`config.mk`:
```
export PLATFORM = sky130hd
export DESIGN_NAME = grid_pio_poller
export DESIGN_NICKNAME = d
export VERILOG_FILES = /design/src/rtl/grid_pio_poller.sv
export SDC_FILE = /design/constraint.sdc
export NUM_CORES = 1
export LEC_CHECK = 0
export ABC_CLOCK_PERIOD_IN_PS = 2800
export CORE_MARGIN = 2
export CORE_UTILIZATION = 40
export CTS_BUF_LIST = sky130_fd_sc_hd__clkbuf_16
export CTS_CLUSTER_DIAMETER = 80
export DETAILED_ROUTE_END_ITERATION = 12
export GPL_TIMING_DRIVEN = 0
export PLACE_DENSITY = 0.72
export SYNTH_ARGS = -nofsm -noshare
export SYNTH_HDL_FRONTEND = slang
export SYNTH_SLANG_ARGS = --single-unit
export TNS_END_PERCENT = 20
```
`constraint.sdc`:
```
create_clock -name csi_MCLK_clk -period 2.8 [get_ports csi_MCLK_clk]
set_input_delay 0.84 -clock csi_MCLK_clk [delete_from_list [all_inputs] [get_ports csi_MCLK_clk]]
set_output_delay 0.84 -clock csi_MCLK_clk [all_outputs]
set_load 0.005 [all_outputs]
```
`src/rtl/grid_pio_poller.sv`:
```
// ---------------------------------------------------------------------------
// grid_pio_poller
//
// Polls one GPIO data register on an Avalon-MM master port at a programmable
// interval. It records every bit that toggled between consecutive samples into
// a sticky PENDING register and raises a level interrupt for unmasked pending
// bits.
//
// Ports
//   csi_MCLK_clk          sole clock, rising edge
//   rsi_MRST_reset_n      asynchronous active-low reset
//   avs_ctrl_*            control slave: 3-bit word address, 32-bit data,
//                         zero wait states, combinational readback
//   avm_gpio_*            read-only master port towards the GPIO block
//   ins_INTRQ_irq         registered level interrupt, |(PENDING & MASK)
//
// Control register map (word addresses)
//   0 CTRL     bit0 EN (RW), other bits read 0
//   1 PERIOD   bits 23:0 (RW), poll interval in clocks (0 treated as 1)
//   2 MASK     32-bit interrupt mask (RW)
//   3 PENDING  32-bit change flags, write-1-to-clear
//   4 SAMPLE   last accepted GPIO sample (RO)
//   5-7        read 0, writes ignored
// ---------------------------------------------------------------------------
module grid_pio_poller #(
    parameter logic [4:0]  GPIO_ADDR  = 5'd0,
    parameter logic [23:0] PERIOD_RST = 24'd1000
) (
    input  logic        csi_MCLK_clk,
    input  logic        rsi_MRST_reset_n,

    input  logic [2:0]  avs_ctrl_address,
    input  logic        avs_ctrl_write,
    input  logic [31:0] avs_ctrl_writedata,
    input  logic        avs_ctrl_read,
    output logic [31:0] avs_ctrl_readdata,

    output logic [4:0]  avm_gpio_address,
    output logic        avm_gpio_read,
    output logic        avm_gpio_write,
    output logic [31:0] avm_gpio_writedata,
    output logic [3:0]  avm_gpio_byteenable,
    input  logic [31:0] avm_gpio_readdata,
    input  logic        avm_gpio_waitrequest,

    output logic        ins_INTRQ_irq
);

    // -----------------------------------------------------------------------
    // FSM encoding
    // -----------------------------------------------------------------------
    localparam logic [1:0] ST_IDLE = 2'd0;
    localparam logic [1:0] ST_WAIT = 2'd1;
    localparam logic [1:0] ST_READ = 2'd2;
    localparam logic [1:0] ST_CMP  = 2'd3;

    localparam logic [2:0] ADDR_CTRL    = 3'd0;
    localparam logic [2:0] ADDR_PERIOD  = 3'd1;
    localparam logic [2:0] ADDR_MASK    = 3'd2;
    localparam logic [2:0] ADDR_PENDING = 3'd3;
    localparam logic [2:0] ADDR_SAMPLE  = 3'd4;

    // -----------------------------------------------------------------------
    // State
    // -----------------------------------------------------------------------
    logic [1:0]  state_reg,   state_next;
    logic [23:0] cnt_reg,     cnt_next;
    logic [31:0] cap_reg,     cap_next;
    logic [31:0] sample_reg,  sample_next;
    logic        primed_reg,  primed_next;
    logic        drop_reg,    drop_next;
    logic [31:0] pending_reg, pending_next;
    logic        en_reg;
    logic [23:0] period_reg;
    logic [31:0] mask_reg;
    logic        irq_reg;

    // -----------------------------------------------------------------------
    // Control-slave write decode
    // -----------------------------------------------------------------------
    logic        wr_ctrl;
    logic        wr_period;
    logic        wr_mask;
    logic        wr_pending;
    logic        en_fall;
    logic [31:0] pend_clr;
    logic [31:0] pend_set;
    logic [23:0] load_val;

    assign wr_ctrl    = avs_ctrl_write && (avs_ctrl_address == ADDR_CTRL);
    assign wr_period  = avs_ctrl_write && (avs_ctrl_address == ADDR_PERIOD);
    assign wr_mask    = avs_ctrl_write && (avs_ctrl_address == ADDR_MASK);
    assign wr_pending = avs_ctrl_write && (avs_ctrl_address == ADDR_PENDING);

    // EN 1->0 transition caused by a CTRL write this cycle.
    assign en_fall  = wr_ctrl && en_reg && !avs_ctrl_writedata[0];
    assign pend_clr = wr_pending ? avs_ctrl_writedata : 32'd0;

    // PERIOD of 0 would make the countdown meaningless; it polls as if 1.
    assign load_val = (period_reg == 24'd0) ? 24'd1 : period_reg;

    // -----------------------------------------------------------------------
    // Next-state logic
    // -----------------------------------------------------------------------
    always_comb begin
        state_next  = state_reg;
        cnt_next    = cnt_reg;
        cap_next    = cap_reg;
        sample_next = sample_reg;
        primed_next = primed_reg;
        pend_set    = 32'd0;

        case (state_reg)
            ST_IDLE: begin
                if (en_reg) begin
                    cnt_next   = load_val;
                    state_next = ST_WAIT;
                end
            end

            ST_WAIT: begin
                if (!en_reg) begin
                    state_next = ST_IDLE;
                end else if (cnt_reg <= 24'd1) begin
                    // The cycle spent at count 1 is the last WAIT cycle, so
                    // WAIT lasts exactly load_val cycles.
                    cnt_next   = 24'd0;
                    state_next = ST_READ;
                end else begin
                    cnt_next = cnt_reg - 24'd1;
                end
            end

            ST_READ: begin
                // The transfer always runs to completion; if EN dropped at any
                // point during it, the returned word is thrown away.
                if (!avm_gpio_waitrequest) begin
                    if (drop_reg || !en_reg) begin
                        state_next = ST_IDLE;
                    end else begin
                        cap_next   = avm_gpio_readdata;
                        state_next = ST_CMP;
                    end
                end
            end

            ST_CMP: begin
                if (en_reg) begin
                    if (primed_reg) begin
                        pend_set = cap_reg ^ sample_reg;
                    end
                    sample_next = cap_reg;
                    primed_next = 1'b1;
                    cnt_next    = load_val;
                    state_next  = ST_WAIT;
                end else begin
                    state_next = ST_IDLE;
                end
            end

            default: begin
                state_next = ST_IDLE;
            end
        endcase

        // Disabling always forgets the reference sample, even if a CMP in
        // this very cycle would have primed it.
        if (en_fall) begin
            primed_next = 1'b0;
        end
    end

    // Remember an EN drop that happens while a read is outstanding.
    assign drop_next = (state_reg == ST_READ) ? (drop_reg | en_fall) : 1'b0;

    // PENDING: a set from CMP beats a simultaneous write-1-to-clear.
    generate
        for (genvar gi = 0; gi < 32; gi++) begin : g_pending
            assign pending_next[gi] = pend_set[gi] | (pending_reg[gi] & ~pend_clr[gi]);
        end
    endgenerate

    // -----------------------------------------------------------------------
    // Sequential state
    // -----------------------------------------------------------------------
    always_ff @(posedge csi_MCLK_clk or negedge rsi_MRST_reset_n) begin
        if (!rsi_MRST_reset_n) begin
            state_reg   <= ST_IDLE;
            cnt_reg     <= 24'd0;
            cap_reg     <= 32'd0;
            sample_reg  <= 32'd0;
            primed_reg  <= 1'b0;
            drop_reg    <= 1'b0;
            pending_reg <= 32'd0;
            irq_reg     <= 1'b0;
        end else begin
            state_reg   <= state_next;
            cnt_reg     <= cnt_next;
            cap_reg     <= cap_next;
            sample_reg  <= sample_next;
            primed_reg  <= primed_next;
            drop_reg    <= drop_next;
            pending_reg <= pending_next;
            irq_reg     <= |(pending_reg & mask_reg);
        end
    end

    // Software-visible configuration registers.
    always_ff @(posedge csi_MCLK_clk or negedge rsi_MRST_reset_n) begin
        if (!rsi_MRST_reset_n) begin
            en_reg     <= 1'b0;
            period_reg <= PERIOD_RST;
            mask_reg   <= 32'd0;
        end else begin
            if (wr_ctrl) begin
                en_reg <= avs_ctrl_writedata[0];
            end
            if (wr_period) begin
                period_reg <= avs_ctrl_writedata[23:0];
            end
            if (wr_mask) begin
                mask_reg <= avs_ctrl_writedata;
            end
        end
    end

    // -----------------------------------------------------------------------
    // Control-slave readback (combinational, zero wait states). The bus is
    // driven to zero outside read cycles to keep shared read muxes quiet.
    // -----------------------------------------------------------------------
    always_comb begin
        avs_ctrl_readdata = 32'd0;
        if (avs_ctrl_read) begin
            case (avs_ctrl_address)
                ADDR_CTRL:    avs_ctrl_readdata = {31'd0, en_reg};
                ADDR_PERIOD:  avs_ctrl_readdata = {8'd0, period_reg};
                ADDR_MASK:    avs_ctrl_readdata = mask_reg;
                ADDR_PENDING: avs_ctrl_readdata = pending_reg;
                ADDR_SAMPLE:  avs_ctrl_readdata = sample_reg;
                default:      avs_ctrl_readdata = 32'd0;
            endcase
        end
    end

    // -----------------------------------------------------------------------
    // Master port: read-only. The strobe is decoded straight from the state
    // register so that reset removes it without waiting for a clock edge.
    // -----------------------------------------------------------------------
    assign avm_gpio_address    = GPIO_ADDR;
    assign avm_gpio_read       = (state_reg == ST_READ);
    assign avm_gpio_write      = 1'b0;
    assign avm_gpio_writedata  = 32'd0;
    assign avm_gpio_byteenable = 4'hF;

    assign ins_INTRQ_irq = irq_reg;

endmodule

```
==> impl_metrics.toml <==
[synth]
yosysTopAreaCell = "dfrtp_1"
ys_warn_count = 0
synth_edf_count = 0
synth_seq_area_share = 0.4884
synth_cells = 818
postSynth.asyncResetShare = 1.000
synth_flop_cell = "dfrtp_1"
yosysUniqueCellTypes = 62
yosys_register_bits = 182
synth_top_area_frac = 0.4715
postSynthAreaPerCell_um2 = 11.42
syn_area_um2 = 9340
netlist_top_cells_area = "dfrtp_1, mux2_2, a22oi_1, buf_4, o2bb2ai_1"

[worst_setup_path]
critPathLaunchType = "input pin"
critPathLaunch = "avs_ctrl_address[0]"
cp_cell_sequence = "buf_6, inv_2, nor3_4, buf_6, clkbuf_8, a22oi_1, a21oi_2, buf_2"
reg2reg_to = "cnt_reg[20]$_DFFE_PN0P_"
path_depth = 8
path_max_fanout = 6
cp.arrival_ns = 2.02
reg2regPathDepth = 8
end_kind = "output pin"
reg2reg_slack_ns = 0.31
crit_end = "avs_ctrl_readdata[12]"
crit_slowest_cell = "nor3_4"
worst-path-buf-inv = 5
critPathKind = "input pin to output pin"
required_ns = 1.96
crit_path_frequent_cell = "buf_6"
slowest_delay_ns = 0.22
path_delay_family = "buffers and inverters"
r2r-start = "state_reg[0]$_DFFE_PN0P_"

[final_layout]
multi_input_area_um2 = 4491
fin_nets = 1080
area_growth_pct = 28.35
drive_gt1_frac = 0.3442
post-route-cell-area_um2 = 11990
final_common_cell = "dfrtp_1"
layout_common_cells = "dfrtp_1, mux2_2, clkdlybuf4s50_1, buf_4, nand2_1"
fill_cells = 1949
seq_area_um2 = 4562
n_antenna_cell = 0

[clock_tree]
worst_skew_pair.late_latency_ns = 0.44
cts_hold_buf = 0
clk_pin_slew_ns = 0.07
clock-sinks = 182
root_buffer = "clkbuf_16"
clk_path_buf_depth = 2
cts_buffers = 17
cts_tree = "done"
h-tree-depth = 4

[sta]
relSlewSlack = 0.4237
finalSetupViolCount = 12
period_needed_ns = 2.863
worst_hold_slack_ns = 0.4698
finClkSkew_ns = 0.005923
setup_total_negative_slack_ns = -0.2894
slew_viol_final = 0
layout_setup_ws_ns = -0.06346
tightest_slew_ns = 0.8645
fin_crit_sh = 1.023
final-hold-violation-count = 0
grt_setup_unrepaired = "yes"
fmax_mhz = 349.2

[floorplanning]
coreArea_um2 = 22780
initial_core_util = 0.4101
die_y_um = 156.8
fp.dieArea_um2 = 24590
chipWidth_um = 156.8
ioPinCount = 148
row_count = 55

[power]
p_sw_frac = 0.3434
p_comb_frac = 0.263
p_leak_nw = 5.057
p_per_area_nw_per_um2 = 694.6
p_int_mw = 5.467
power_frac_seq = 0.447
vdd_ir_drop_max_uv = 475.9
clkPwrFrac = 0.290
p_sw_mw = 2.860

[detailed_routing]
ant_nets = 0
wirelength_um = 27630
drtIter0Drc = 803
wl_met2_um = 13140
first_pass_iters = 5
remaining_drc_errors = 0
post_drt_wl_per_cell_um = 20.82
vias_per_cell = 5.636
top_layer = "met4"
via_count = 7479
route.layer.met1.wl_um = 11700
met3_length_um = 1912

[global_route]
grt_pass1_vias = 7396
grt_pass1_wl_um = 42140
grt_max_degree = 114
antenna_found_initial = 1
grt_usage = 0.2258
grt-ovfl-total = 0

[status]
status = "finished with violations"
violations = "setup timing"

[placement]
place_area_um2 = 10940
place_hpwl_um = 18950
gp_congestion = 0.8971
io_buffers = 102

[worst_hold_path]
min_path_type = "input pin to asynchronous set/reset pin"

[flow_run]
drv_cap = 0
metrics by stage:
step / std cells / setup slack (ns) / util / total power [mW]
floorplan: 858 / -0.03695 / - / 5.013
global placement: 1273 / -6.729 / 0.4787 / 5.761
detailed placement: 1274 / -1.234 / 0.4801 / 5.807
CTS: 1328 / -0.1488 / 0.5247 / 8.256
global route: 1327 / -0.1045 / 0.5263 / 8.687
finish: 1327 / -0.06346 / 0.5263 / 8.327
area by class of cell:
class / count / share of cell area
sequential: 182 / 0.3805
multi-input combinational: 563 / 0.3746
timing repair buffer: 126 / 0.09623
buffer: 90 / 0.06106
clock buffer: 17 / 0.03549
tap: 313 / 0.03267
clock inverter: 15 / 0.01284
inverter: 21 / 0.006576
kinds of logic after synthesis:
family                     after synthesis  share of synthesized area
buffers and inverters                  113                    0.07019
adders and majority gates                7                   0.009377
DFF                                    182                     0.4884
other                                    2                  0.0008041
AOI/OAI and AO/OA                      215                     0.1674
and+or+nand+nor                        138                    0.07971
xor gates and xnor gates                32                    0.03001
muxes                                  129                     0.1541
synthesized netlist by cell type (8+ instances only):
library cell  instances
a21oi_1              44
nand2_1              50
clkbuf_1             21
mux2i_1              11
mux2_2              118
inv_1                21
dfrtp_1             176
o21ai_0              16
buf_4                49
xnor2_1              32
a32oi_1               9
nor2_1               29
o2bb2ai_1            41
buf_2                14
a22oi_1              60
nor4_1                8
nand4_1               8
power by group through the flow:
| stage | Combinational, mW | Clock, mW | Sequential, mW |
|---|---|---|---|
| floorplan | 1.47 | 0 | 3.54 |
| global placement | 2.04 | 0 | 3.72 |
| detailed placement | 2.08 | 0 | 3.73 |
| CTS | 2.15 | 2.41 | 3.70 |
| global route | 2.39 | 2.53 | 3.77 |
| finish | 2.19 | 2.41 | 3.72 |
per-layer routing:
layer,global-route usage,vias to the layer above
met4,0.09131,0
li1,-,3301
met3,0.03932,56
met5,0,-
met1,0.3042,3745
met2,0.3613,377
how the worst min path moves through the flow:
stage / startpoint / endpoint / slack [ns] / depth (start not counted)
final: rsi_MRST_reset_n / cnt_reg[11]$_DFFE_PN0P_ / 0.47 / 1
after global placement: drop_reg$_DFF_PN0_ / drop_reg$_DFF_PN0_ / 0.46 / 1
after detailed placement: drop_reg$_DFF_PN0_ / drop_reg$_DFF_PN0_ / 0.47 / 1
after global routing: drop_reg$_DFF_PN0_ / drop_reg$_DFF_PN0_ / 0.49 / 1
after CTS: drop_reg$_DFF_PN0_ / drop_reg$_DFF_PN0_ / 0.49 / 1
after floorplan: drop_reg$_DFF_PN0_ / drop_reg$_DFF_PN0_ / 0.46 / 1
timing repair:
action,4_1_cts,5_1_grt
gates cloned,4,1
buffers inserted,18,0
pin swaps,26,15
resized for setup,184,54
setup endpoints to repair,32,32
Note: power is estimated with default switching activity, not from simulation.
